--- src/rtl/mdu_iterative.sv ---
// Iterative multiply/divide unit for the EXE stage: two-stage multiplier,
// 32-step restoring divider, and the architectural HI/LO registers.
module mdu_iterative (
   input  logic        clk,
   input  logic        resetn,
   input  logic [31:0] EXE_ResultA,
   input  logic [31:0] EXE_ResultB,
   input  logic [2:0]  EXE_MDUOp,
   input  logic        EXE_Flush,
   output logic [31:0] MUL_Out,
   output logic [31:0] HI_Out,
   output logic [31:0] LO_Out,
   output logic        EXE_Stall
);

   localparam logic [2:0] OP_MULT  = 3'd1;
   localparam logic [2:0] OP_MULTU = 3'd2;
   localparam logic [2:0] OP_DIV   = 3'd3;
   localparam logic [2:0] OP_DIVU  = 3'd4;
   localparam logic [2:0] OP_MTHI  = 3'd5;
   localparam logic [2:0] OP_MTLO  = 3'd6;
   localparam logic [2:0] OP_MUL   = 3'd7;

   typedef enum logic [1:0] {S_IDLE, S_MUL, S_DIV, S_DONE} state_t;

   state_t      state_q, state_d;
   logic [2:0]  op_q;
   logic        mul_signed_q;
   logic [31:0] mul_a_q, mul_b_q;
   logic [31:0] rem_q, quo_q, divisor_q;
   logic        q_neg_q, r_neg_q;
   logic [4:0]  count_q;
   logic [63:0] result_q;
   logic [31:0] hi_q, lo_q;

   logic        is_mul_op, is_div_op, op_signed, start_mul, start_div;
   logic [31:0] abs_a, abs_b;
   logic [63:0] mul_ext_a, mul_ext_b, product;
   logic [32:0] rem_shift;
   logic        div_ok;
   logic [31:0] rem_sub, rem_next, quo_next, quo_fixed, rem_fixed;

   assign is_mul_op = (EXE_MDUOp == OP_MULT) || (EXE_MDUOp == OP_MULTU) || (EXE_MDUOp == OP_MUL);
   assign is_div_op = (EXE_MDUOp == OP_DIV)  || (EXE_MDUOp == OP_DIVU);
   assign op_signed = (EXE_MDUOp == OP_MULT) || (EXE_MDUOp == OP_MUL)   || (EXE_MDUOp == OP_DIV);
   assign start_mul = (state_q == S_IDLE) && !EXE_Flush && is_mul_op;
   assign start_div = (state_q == S_IDLE) && !EXE_Flush && is_div_op;

   // Magnitudes for the unsigned core; 0x80000000 maps onto itself, which is correct as unsigned.
   assign abs_a = (op_signed && EXE_ResultA[31]) ? (~EXE_ResultA + 32'd1) : EXE_ResultA;
   assign abs_b = (op_signed && EXE_ResultB[31]) ? (~EXE_ResultB + 32'd1) : EXE_ResultB;

   assign mul_ext_a = {{32{mul_signed_q & mul_a_q[31]}}, mul_a_q};
   assign mul_ext_b = {{32{mul_signed_q & mul_b_q[31]}}, mul_b_q};
   assign product   = mul_ext_a * mul_ext_b;

   // One restoring step; the difference always fits in 32 bits when it is kept.
   assign rem_shift = {rem_q, quo_q[31]};
   assign div_ok    = rem_shift >= {1'b0, divisor_q};
   assign rem_sub   = rem_shift[31:0] - divisor_q;
   assign rem_next  = div_ok ? rem_sub : rem_shift[31:0];
   assign quo_next  = {quo_q[30:0], div_ok};
   assign quo_fixed = q_neg_q ? (~quo_next + 32'd1) : quo_next;
   assign rem_fixed = r_neg_q ? (~rem_next + 32'd1) : rem_next;

   always_ff @(posedge clk or negedge resetn) begin
      if (!resetn) state_q <= S_IDLE;
      else         state_q <= state_d;
   end

   // NOTE: every output of this block gets a default first so no latch is inferred.
   always_comb begin
      state_d   = state_q;
      EXE_Stall = 1'b0;
      case (state_q)
         S_IDLE: begin
            EXE_Stall = is_mul_op || is_div_op;
            if (start_mul)      state_d = S_MUL;
            else if (start_div) state_d = S_DIV;
         end
         S_MUL: begin
            EXE_Stall = 1'b1;
            state_d   = EXE_Flush ? S_IDLE : S_DONE;
         end
         S_DIV: begin
            EXE_Stall = 1'b1;
            if (EXE_Flush)             state_d = S_IDLE;
            else if (count_q == 5'd31) state_d = S_DONE;
         end
         S_DONE:  state_d = S_IDLE;
         default: state_d = S_IDLE;
      endcase
   end

   // NOTE: sequential state uses non-blocking assignments so all registers update together.
   always_ff @(posedge clk or negedge resetn) begin
      if (!resetn) begin
         op_q         <= 3'd0;
         mul_signed_q <= 1'b0;
         mul_a_q      <= 32'd0;
         mul_b_q      <= 32'd0;
         rem_q        <= 32'd0;
         quo_q        <= 32'd0;
         divisor_q    <= 32'd0;
         q_neg_q      <= 1'b0;
         r_neg_q      <= 1'b0;
         count_q      <= 5'd0;
         result_q     <= 64'd0;
         hi_q         <= 32'd0;
         lo_q         <= 32'd0;
      end else begin
         case (state_q)
            S_IDLE: begin
               if (start_mul || start_div) begin
                  op_q         <= EXE_MDUOp;
                  mul_signed_q <= op_signed;
                  mul_a_q      <= EXE_ResultA;
                  mul_b_q      <= EXE_ResultB;
               end
               if (start_div) begin
                  rem_q     <= 32'd0;
                  quo_q     <= abs_a;
                  divisor_q <= abs_b;
                  q_neg_q   <= op_signed & (EXE_ResultA[31] ^ EXE_ResultB[31]);
                  r_neg_q   <= op_signed & EXE_ResultA[31];
                  count_q   <= 5'd0;
               end
               if (!EXE_Flush && EXE_MDUOp == OP_MTHI) hi_q <= EXE_ResultA;
               if (!EXE_Flush && EXE_MDUOp == OP_MTLO) lo_q <= EXE_ResultA;
            end
            S_MUL: begin
               if (!EXE_Flush) result_q <= product;
            end
            S_DIV: begin
               if (!EXE_Flush) begin
                  rem_q   <= rem_next;
                  quo_q   <= quo_next;
                  count_q <= count_q + 5'd1;
                  if (count_q == 5'd31) result_q <= {rem_fixed, quo_fixed};
               end
            end
            S_DONE: begin
               if (!EXE_Flush && op_q >= OP_MULT && op_q <= OP_DIVU) begin
                  hi_q <= result_q[63:32];
                  lo_q <= result_q[31:0];
               end
            end
            default: ;
         endcase
      end
   end

   assign HI_Out  = hi_q;
   assign LO_Out  = lo_q;
   assign MUL_Out = (state_q == S_DONE) ? result_q[31:0] : 32'd0;

endmodule

--- config.mk ---
export PLATFORM = sky130hd
export DESIGN_NAME = mdu_iterative
export DESIGN_NICKNAME = d
export VERILOG_FILES = /design/src/rtl/mdu_iterative.sv
export SDC_FILE = /design/constraint.sdc
export NUM_CORES = 2
export LEC_CHECK = 0
export BUFFER_PORTS_ARGS = -buffer_cell sky130_fd_sc_hd__buf_2
export CORE_MARGIN = 2
export CORE_UTILIZATION = 66
export DETAILED_ROUTE_END_ITERATION = 8
export GPL_TIMING_DRIVEN = 1
export PLACE_DENSITY_LB_ADDON = 0.12
export RECOVER_POWER = 100
export SLEW_MARGIN = 20
export SYNTH_ARGS = -nofsm -noshare
export SYNTH_HDL_FRONTEND = slang
export SYNTH_SLANG_ARGS = --single-unit
export TNS_END_PERCENT = 100
--- constraint.sdc ---
create_clock -name clk -period 11.2 [get_ports clk]
set_input_delay 1.12 -clock clk [delete_from_list [all_inputs] [get_ports clk]]
set_output_delay 1.12 -clock clk [all_outputs]
set_load 0.01 [all_outputs]
==> results.sh <==
export IMPL_nNetsFinal=7582
export IMPL_crit_buf_inv=5
export IMPL_critPathKind="register to register"
export IMPL_port_buffers=166
export IMPL_wire_per_inst_um=22.14
export IMPL_cts_hold_buf=0
export IMPL_cp_data_required_time_ns=11.67
export IMPL_cts_resized_gates=0
export IMPL_syn_inst=6198
export IMPL_grt_pass1_vias=45695
export IMPL_violations="capacitance limit, slew limit"
export IMPL_tns_ns=0
export IMPL_h_tree_depth=1
export IMPL_start_util_pct=66.66
export IMPL_overflow=0
export IMPL_fmax_mhz=99.47
export IMPL_rr_worst_depth=26
export IMPL_die_w_um=294.5
export IMPL_place_ws_ns=1.533
export IMPL_status="finished with violations"
export IMPL_wirelength_um=160300
export IMPL_finalSetupViolCount=0
export IMPL_rows=106
export IMPL_drt_pre_antenna_iters=6
export IMPL_drive_gt1_share_pct=5.993
export IMPL_ys_seq_area_share_pct=13.52
export IMPL_worst_path_max_fanout=23
export IMPL_grt_max_degree=99
export IMPL_hold_class="register to register"
export IMPL_crit_slowest_cell="nor4b_1"
export IMPL_ys_top_cells_by_area="fa_1, dfrtp_1, inv_1"
export IMPL_synth_distinct_cells=98
export IMPL_via_count=43262
export IMPL_worstHoldEndpoint="divisor_q[27]"
export IMPL_maxSlewHeadroom_pct=-161.4
export IMPL_timing_final_crit_share_pct=89.77
export IMPL_fin_cells=7238
export IMPL_r2r_start="mul_a_q[19]"
export IMPL_layout_min_cycle_time_ns=10.05
export IMPL_rsz0062_at_grt="no"
export IMPL_holdCritStartpoint="divisor_q[27]"
export IMPL_cts_tree="yes"
export IMPL_syn_mean_instance_area_um2=8.987
export IMPL_ys_warn_count=0
export IMPL_core_area_um2=83560
export IMPL_antenna_found_initial=5
export IMPL_synth_most_common_cell="inv_1"
export IMPL_slew_violations=855
export IMPL_fp_dieArea_um2=86730
export IMPL_numCtsBuffers=31
export IMPL_place_congestion=0.9914
export IMPL_drc=0
export IMPL_crit_path_max_incr_delay_ns=0.77
export IMPL_ant_nets=0
export IMPL_drt_iter0_drc=3578
export IMPL_hold_path_cell_count=2
export IMPL_synth_nets=7648
export IMPL_syn_to_final_growth_pct=4.410
export IMPL_place_hpwl_um=129000
export IMPL_dpl_instance_area_um2=57270
export IMPL_fin_ws_ns=1.146
export IMPL_root_buffer="clkbuf_16"
export IMPL_fillers=6669
export IMPL_rr_endpoint="result_q[63]"
export IMPL_io_pin_count=167
export IMPL_synth_edf_count=0
export IMPL_ys_top_cells_by_count="inv_1, fa_1, nand2_1"
export IMPL_cp_top_family="adder cells"
export IMPL_cts_clk_slew_worst_paths_ns=0.08
export IMPL_synth_seq_cells=301
export IMPL_grt_pass1_wl_um=256300
export IMPL_hold_viol=0
export IMPL_worstPathArrival_ns=10.53
export IMPL_chipHeight_um=294.5
export IMPL_placed_cells=7179
export IMPL_post_cts_buffers=0
export IMPL_cap_viol_max_count=14
export IMPL_end_kind="register"
export IMPL_final_setup_skew_ns=0.01672
export IMPL_insertion_delay_ns=0.60
export IMPL_ff2ff_setup_slack_ns=1.15
export IMPL_track_usage_pct=38.61
export IMPL_synth_ff_type="dfrtp_1"
export IMPL_final_area_um2=58160
export IMPL_worst_slew_pin_transition_ns=3.921
export IMPL_viasPerCell=5.977
export IMPL_crit_path_start_kind="register"
export IMPL_cts_max_path_buffers=3
export IMPL_async_flop_share_pct=100.0
export IMPL_yosysTopAreaCell="fa_1"
export IMPL_synthesis_area_um2=55700
export IMPL_crit_path_frequent_cell="fa_1"
export IMPL_cts_sinks=301
export IMPL_synth_top_area_share_pct=40.47
[cell usage in the layout (no fill, tap or decap), types with 17 or more instances in the layout]
cell type,count
a21oi_1,193
o21ai_0,278
nor2_1,213
o22ai_1,29
or4_1,17
ha_1,253
nor3_1,44
nand2b_1,18
a31oi_1,29
o31ai_1,23
clkbuf_1,82
and2_0,36
nand4_1,26
clkbuf_16,31
mux2i_1,31
nand2_1,982
and3_1,43
o21bai_1,17
dfrtp_1,286
and2_1,348
nand3_1,27
o21a_1,20
buf_2,100
nor2b_1,34
inv_1,1175
xor2_1,83
nor4_1,20
xnor2_1,133
fa_1,1126
mux2_2,62
a21o_1,47
buf_4,77
[cell type report]
class | count | area (µm²) | share of cell area (%)
tap | 1080 | 1351 | 2.324
clock buffer | 41 | 883.3 | 1.519
clock inverter | 17 | 167.7 | 0.2883
antenna | 1 | 2.502 | 0.004303
timing repair buffer | 256 | 1375 | 2.364
sequential | 301 | 7551 | 12.98
inverter | 1177 | 4418 | 7.597
multi-input combinational | 4365 | 42410 | 72.92
[worst max-delay path by stage]
| stage | start | end | slack (ns) | cells after the start |
|---|---|---|---|---|
| after floorplan | mul_signed_q | result_q[60] | 2.81 | 29 |
| after global placement | mul_b_q[7] | result_q[51] | 1.52 | 27 |
| after detailed placement | mul_a_q[19] | result_q[51] | 1.53 | 29 |
| after CTS | mul_signed_q | result_q[60] | 1.52 | 28 |
| after global routing | mul_signed_q | result_q[63] | 0.54 | 26 |
| final | mul_a_q[19] | result_q[63] | 1.15 | 26 |
[tightest hold or removal path: cells and delay by family, from the launching register on]
| family | cells | cell delay, ns |
|---|---|---|
| and+or+nand+nor | 1 | 0.04 |
| AOI/OAI and AO/OA | 1 | 0.06 |
| DFF | 1 | 0.34 |
[state kept, by name, indices dropped and copies added, names as in the netlist, 2 cells and up]
| register | cells |
|---|---|
| result_q | 64 |
| HI_Out | 32 |
| LO_Out | 32 |
| divisor_q | 32 |
| mul_a_q | 32 |
| mul_b_q | 32 |
| quo_q | 32 |
| rem_q | 32 |
| count_q | 5 |
| op_q | 3 |
| state_q | 2 |
[metrics by stage]
stage | util [%] | hold WS (ns)
global route | 69.60 | 0.4950
floorplan | - | 0.4424
CTS | 69.80 | 0.4799
global placement | 68.53 | 0.4538
detailed placement | 68.54 | 0.4648
finish | 69.60 | 0.4754
[layer usage]
metal / vias up / track usage (%) / share of wire (%)
met2: 2010 / 62.74 / 47
li1: 18828 / - / -
met5: - / 0 / 0
met3: 465 / 5.995 / 8.5
met1: 21959 / 50.70 / 38
met4: 0 / 19.65 / 6.1
[kinds of logic after synthesis]
logic type / after synthesis / share of synthesized area [%]
flops: 301 / 13.52
fa+ha+maj: 1380 / 46.18
mux: 94 / 1.831
simple gates: 1872 / 15.68
buf+inv: 1532 / 10.37
compound gates: 803 / 9.026
xor+xnor: 216 / 3.396
Power is left out: the tool's default activity adds up to more than one toggle a clock period on the data nets, which glitch-free logic cannot reach.
